==> src/rtl/cpu16_pkg.sv <==
// Shared definitions for the 16-bit processor: opcodes, register field codes,
// default bus widths, fetch FSM states and the JMP decode helper.
package cpu16_pkg;

    localparam int CPU_ADDR_W = 8;
    localparam int CPU_DATA_W = 16;

    // Opcodes live in instr[15:12]; 4'hE and 4'hF are unused and fetch as plain words.
    localparam logic [3:0] OP_NOP = 4'h0;
    localparam logic [3:0] OP_LD  = 4'h1;
    localparam logic [3:0] OP_ST  = 4'h2;
    localparam logic [3:0] OP_MOV = 4'h3;
    localparam logic [3:0] OP_ADD = 4'h4;
    localparam logic [3:0] OP_SUB = 4'h5;
    localparam logic [3:0] OP_AND = 4'h6;
    localparam logic [3:0] OP_OR  = 4'h7;
    localparam logic [3:0] OP_XOR = 4'h8;
    localparam logic [3:0] OP_NOT = 4'h9;
    localparam logic [3:0] OP_SHL = 4'hA;
    localparam logic [3:0] OP_SHR = 4'hB;
    localparam logic [3:0] OP_JZ  = 4'hC;
    localparam logic [3:0] OP_JMP = 4'hD;

    // Register field codes used by the execute stage.
    localparam logic [2:0] REG_ACC   = 3'd0;
    localparam logic [2:0] REG_A     = 3'd1;
    localparam logic [2:0] REG_B     = 3'd2;
    localparam logic [2:0] REG_C     = 3'd3;
    localparam logic [2:0] REG_E     = 3'd4;
    localparam logic [2:0] REG_D     = 3'd5;
    localparam logic [2:0] REG_MADDR = 3'd6;
    localparam logic [2:0] REG_ZERO  = 3'd7;

    // Non-prefetch fetch sequencer: issue address, capture ROM word, present it.
    typedef enum logic [1:0] {
        S_ISSUE = 2'd0,
        S_CAPT  = 2'd1,
        S_VALID = 2'd2
    } fetch_state_e;

    function automatic logic is_jmp(input logic [CPU_DATA_W-1:0] word);
        return word[15:12] == OP_JMP;
    endfunction

endpackage

==> src/rtl/fetch_fifo.sv <==
// Two-entry FIFO of {pc, instr} words returned by program_rom. A synchronous
// flush empties it in one cycle and takes priority over push and pop.
module fetch_fifo #(
    parameter int W = 24
) (
    input  logic         clk,
    input  logic         rst,
    input  logic         flush,
    input  logic         push,
    input  logic         pop,
    input  logic [W-1:0] wdata,
    output logic [W-1:0] rdata,
    output logic [1:0]   count
);
    import cpu16_pkg::*;

    logic [W-1:0] mem [2];
    logic         rd_ptr;
    logic         wr_ptr;
    logic         do_push;
    logic         do_pop;

    // Refuse a push into a full FIFO unless the head leaves in the same cycle.
    assign do_pop  = pop && (count != 2'd0);
    assign do_push = push && ((count != 2'd2) || do_pop);
    assign rdata   = mem[rd_ptr];

    // Pointer, occupancy and storage update; reset clears storage so the head reads 0.
    always_ff @(posedge clk) begin
        if (rst) begin
            rd_ptr <= 1'b0;
            wr_ptr <= 1'b0;
            count  <= 2'd0;
            mem[0] <= '0;
            mem[1] <= '0;
        end else if (flush) begin
            rd_ptr <= 1'b0;
            wr_ptr <= 1'b0;
            count  <= 2'd0;
        end else begin
            if (do_push) begin
                mem[wr_ptr] <= wdata;
                wr_ptr      <= ~wr_ptr;
            end
            if (do_pop) begin
                rd_ptr <= ~rd_ptr;
            end
            count <= count + {1'b0, do_push} - {1'b0, do_pop};
        end
    end

endmodule

==> src/rtl/fetch_unit.sv <==
// Instruction fetch front-end: reads program_rom (registered address, word
// valid the cycle after the ROM registers it) and presents instructions to
// execute over valid/ready. JMP (opcode 4'hD) is resolved here.
// Handshake: instr/instr_pc are meaningful while instr_valid=1 and are held
// stable until the cycle instr_valid&instr_ready is seen at a clock edge,
// which is when execute takes the word.
// Build option: FETCH_PREFETCH_EN selects a pipelined fetch path with a
// 2-entry FIFO; without it a three-state sequencer fetches one word at a time.
module fetch_unit
    import cpu16_pkg::*;
#(
    parameter int               ADDR_W   = CPU_ADDR_W,
    parameter int               DATA_W   = CPU_DATA_W,
    parameter logic [ADDR_W-1:0] RESET_PC = '0
) (
    input  logic              clk,
    input  logic              rst,
    output logic [ADDR_W-1:0] addr_p,
    input  logic [DATA_W-1:0] in_prom,
    output logic [DATA_W-1:0] instr,
    output logic              instr_valid,
    input  logic              instr_ready,
    output logic [ADDR_W-1:0] instr_pc
);

`ifdef FETCH_PREFETCH_EN

    localparam int FW = ADDR_W + DATA_W;

    // s1_* tracks the single fetch in flight: its address is in the ROM's
    // address register and its word appears on in_prom this cycle.
    logic              s1_v;
    logic [ADDR_W-1:0] s1_pc;
    logic [1:0]        fifo_count;
    logic [FW-1:0]     head;
    logic              pop;
    logic              push;
    logic              jmp_taken;
    logic              issue;

    assign instr_valid = (fifo_count != 2'd0);
    assign instr_pc    = head[FW-1:DATA_W];
    assign instr       = head[DATA_W-1:0];
    assign pop         = instr_valid && instr_ready;
    assign jmp_taken   = pop && is_jmp(instr);
    assign push        = s1_v && !jmp_taken;
    // Credit the slot freed by a same-cycle pop so sequential code streams at one word per cycle.
    assign issue = ({1'b0, fifo_count} + {2'b00, s1_v}) < (3'd2 + {2'b00, pop});

    // Issue pointer and in-flight tracking; an accepted JMP discards everything younger.
    always_ff @(posedge clk) begin
        if (rst) begin
            addr_p <= RESET_PC;
            s1_v   <= 1'b0;
            s1_pc  <= '0;
        end else if (jmp_taken) begin
            addr_p <= instr[ADDR_W-1:0];
            s1_v   <= 1'b0;
        end else begin
            s1_v  <= issue;
            s1_pc <= addr_p;
            if (issue) begin
                addr_p <= addr_p + 1'b1;
            end
        end
    end

    fetch_fifo #(.W(FW)) u_fifo (
        .clk   (clk),
        .rst   (rst),
        .flush (jmp_taken),
        .push  (push),
        .pop   (pop),
        .wdata ({s1_pc, in_prom}),
        .rdata (head),
        .count (fifo_count)
    );

`else

    fetch_state_e      state;
    logic [ADDR_W-1:0] pc;
    logic [ADDR_W-1:0] next_pc;

    // Address of the next fetch once the presented word is accepted.
    assign next_pc = is_jmp(instr) ? instr[ADDR_W-1:0] : pc + 1'b1;

    // Fetch sequencer: ROM registers addr_p in S_ISSUE, word captured in S_CAPT, held in S_VALID.
    always_ff @(posedge clk) begin
        if (rst) begin
            pc          <= RESET_PC;
            addr_p      <= RESET_PC;
            instr       <= '0;
            instr_valid <= 1'b0;
            instr_pc    <= '0;
            state       <= S_ISSUE;
        end else begin
            case (state)
                S_ISSUE: begin
                    state <= S_CAPT;
                end
                S_CAPT: begin
                    instr       <= in_prom;
                    instr_pc    <= pc;
                    instr_valid <= 1'b1;
                    state       <= S_VALID;
                end
                S_VALID: begin
                    if (instr_ready) begin
                        instr_valid <= 1'b0;
                        pc          <= next_pc;
                        addr_p      <= next_pc;
                        state       <= S_ISSUE;
                    end
                end
                default: begin
                    state <= S_ISSUE;
                end
            endcase
        end
    end

`endif

endmodule
==> config.mk <==
export PLATFORM = sky130hd
export DESIGN_NAME = fetch_unit
export DESIGN_NICKNAME = d
export VERILOG_FILES = /design/src/rtl/cpu16_pkg.sv /design/src/rtl/fetch_fifo.sv /design/src/rtl/fetch_unit.sv
export SDC_FILE = /design/constraint.sdc
export NUM_CORES = 1
export LEC_CHECK = 0
export CORE_MARGIN = 4
export CORE_UTILIZATION = 45
export DETAILED_ROUTE_END_ITERATION = 12
export PLACE_DENSITY = 0.85
export SLEW_MARGIN = 20
export SYNTH_ARGS = -nofsm -noshare
export SYNTH_HDL_FRONTEND = slang
export SYNTH_SLANG_ARGS = --single-unit
export TNS_END_PERCENT = 30
==> constraint.sdc <==
create_clock -name clk -period 2.75 [get_ports clk]
set_clock_uncertainty 0.05 [all_clocks]
set_input_delay 0.55 -clock clk [delete_from_list [all_inputs] [get_ports clk]]
set_output_delay 0.55 -clock clk [all_outputs]
set_load 0.02 [all_outputs]
==> metrics <==
status=completed; # port buffers=51; Req. time, crit path=2150 ps; clk_lat worst skew=350 ps; Filler cells=272; Hold Crit Depth=2; setup violators final=0; setup slack, reg-to-reg=1140 ps; synth unique cells=33; Tcrit/Tclk final=0.762; design area=2040 µm²; worst-margin pin slew=939 ps; post-synth top area cell=dfxtp_1; n_diodes=0; largest net degree at the start of global routing=26; layout cells sized above 1=0.0655; Die W=64.2 µm; total track usage=0.179; syn_area_per_cell=7.93 µm²; fin cells=273; final total power=1.10 mW; Primary FF master, synth=dfxtp_1; Clock Path Buffers=2; Reg2Reg Launch Point=state[1]; io pins=52; Hold Path End=instr_pc[6]; R2R Path End=instr[3]; number of DRC markers in iteration 0=43; Min-Delay Startpoint=instr_pc[6]; CP peak stage delay=660 ps; R2R depth=3; H-tree Lvls=2; dpl cells=265; dpl ws=836 ps; post-synthesis cell count=179; worst setup margin=656 ps; Synth top cells by count=nand2_1 (53), a21oi_1 (35), dfxtp_1 (35), buf_2 (6); Power Density=539 nW/µm²; CTS tree=yes; GP Congestion=0.857; grt ovf=0; RSZ-0062 raised after global routing=false; crit path DAT=1490 ps; DRC=0; vias in the first global route=1309; Hold Slack=408 ps; first-pass GRT wire length=5780 µm; CP Buf/Inv Count=1; relative slew slack=0.374; sequential-to-total area share from yosys stat=0.493; placement-stage cell area=1950 µm²; Ys Warns=0; Final Max Slew Viols=0; Setup Fix Bufs, Post-CTS=0; Area Growth Syn to Fin=43.7%; VDD IR-drop max=0.000272 V; Startpoint Class=register; asr flop ratio synth=0; vias per cell=5.00; number of CTS-inserted buffers=5; core area=3030 µm²; number of synthesized flops with an enable pin=0; cts repair resizes=0; most common cell in the netlist=nand2_1; crit-path cells=clkdlybuf4s50_1; initial antenna violation count=0; Synth area leaders=dfxtp_1 (49%), nand2_1 (14%), a21oi_1 (12%); critical path fanouts, max=8; Initial Util=0.469; Worst Path Class, Setup=reg -> out; Post-Route Utilization=0.674; site row count=20; Worst Setup End Kind=output pin; Net Count, Synth=199; CTS Hold Bufs=0; Final #Nets=248; Detail Placement HPWL=2420 µm; Leakage=0.693 nW; Detailed Routing Iterations Pass 1=4; Yosys reg bits=35; hold violation total from the final report=0; Post-Syn Area=1420 µm²; Highest Clock Rate=477 MHz; Final ANT Viol Nets=0; final wirelength=3360 µm; post-synth top area share=0.493; CP max stage cell=clkdlybuf4s50_1; final setup TNS=0 ps; worst hold path class=reg -> reg; Min Clock Period, post-route=2090 ps; TritonCTS Sinks=35; Clk pin slew, worst setup/hold paths=100 ps; DR WL/cell=12.3 µm; Root Buffer=clkbuf_4; full die area=4120 µm²; vias=1365; CP top delay family=buffers and inverters; die height=64.2 µm; max cap viols=0
[cells in the final DEF (no fill, tap or decap), drive strengths merged, types with 2 or more instances in the layout]
master and instances:
a21oi 35, buf 3, clkbuf 6, clkdlybuf4s50 51
dfxtp 35, inv 4, nand2 53, nand2b 3
nand3 3, nand4 2, nor2 3, nor3 3
nor4 2, o21ai 5, o32ai 2
[cell families (layout without fill, tap and decap cells)]
kind of cell,after synthesis,after routing,synth area share
AOI/OAI and AO/OA,48,48,0.186
DFF,35,35,0.493
adders and majority gates,1,1,0.00881
buffers and inverters,16,66,0.0502
and+or+nand+nor,78,78,0.254
muxes,1,1,0.00793
[layer usage]
metal | up-vias | GRT usage | routed length (µm)
met1 | 622 | 0.215 | 1540
met3 | 7 | 0.0545 | 144
li1 | 706 | - | -
met4 | 0 | 0.0871 | 65
met5 | - | 0 | 0
met2 | 30 | 0.290 | 1610
[worst max-delay path by stage]
stage | cells after the start | endpoint | from | slack, ps
final | 1 | addr_p[2] | pc[2] | 660
after global routing | 1 | addr_p[2] | pc[2] | 580
after CTS | 1 | addr_p[2] | pc[2] | 650
after detailed placement | 3 | pc[3] | rst | 840
after global placement | 3 | pc[3] | rst | 830
after floorplan | 5 | pc[4] | pc[0] | 1220
[where the power goes]
| group | internal, mW | total (mW) | switching, mW | leakage [nW] |
|---|---|---|---|---|
| Sequential | 0.530 | 0.549 | 0.0190 | 0.285 |
| Combinational | 0.0782 | 0.164 | 0.0853 | 0.360 |
| Clock | 0.215 | 0.387 | 0.172 | 0.0482 |
[worst register-to-register path, stage by stage, from the launching register on]
cell	delay (ps)
dfxtp_1	420
nand2b_1	750
nand2_1	150
a21oi_1	180
[sequential cells by signal, summed over array words and instances, names as in the netlist]
name / count
instr: 16
instr_pc: 8
pc: 8
state: 2
instr_valid: 1
[cell type report]
cell class | count | area, µm² | share of cell area
Clock buffer | 6 | 51.3 | 0.0251
Sequential cell | 35 | 701 | 0.343
Multi-Input combinational cell | 128 | 651 | 0.319
Timing Repair Buffer | 54 | 533 | 0.261
Clock inverter | 2 | 35.0 | 0.0172
Tap cell | 44 | 55.1 | 0.0270
Inverter | 4 | 15.0 | 0.00736
No activity file was read; power rests on OpenSTA's default activity.
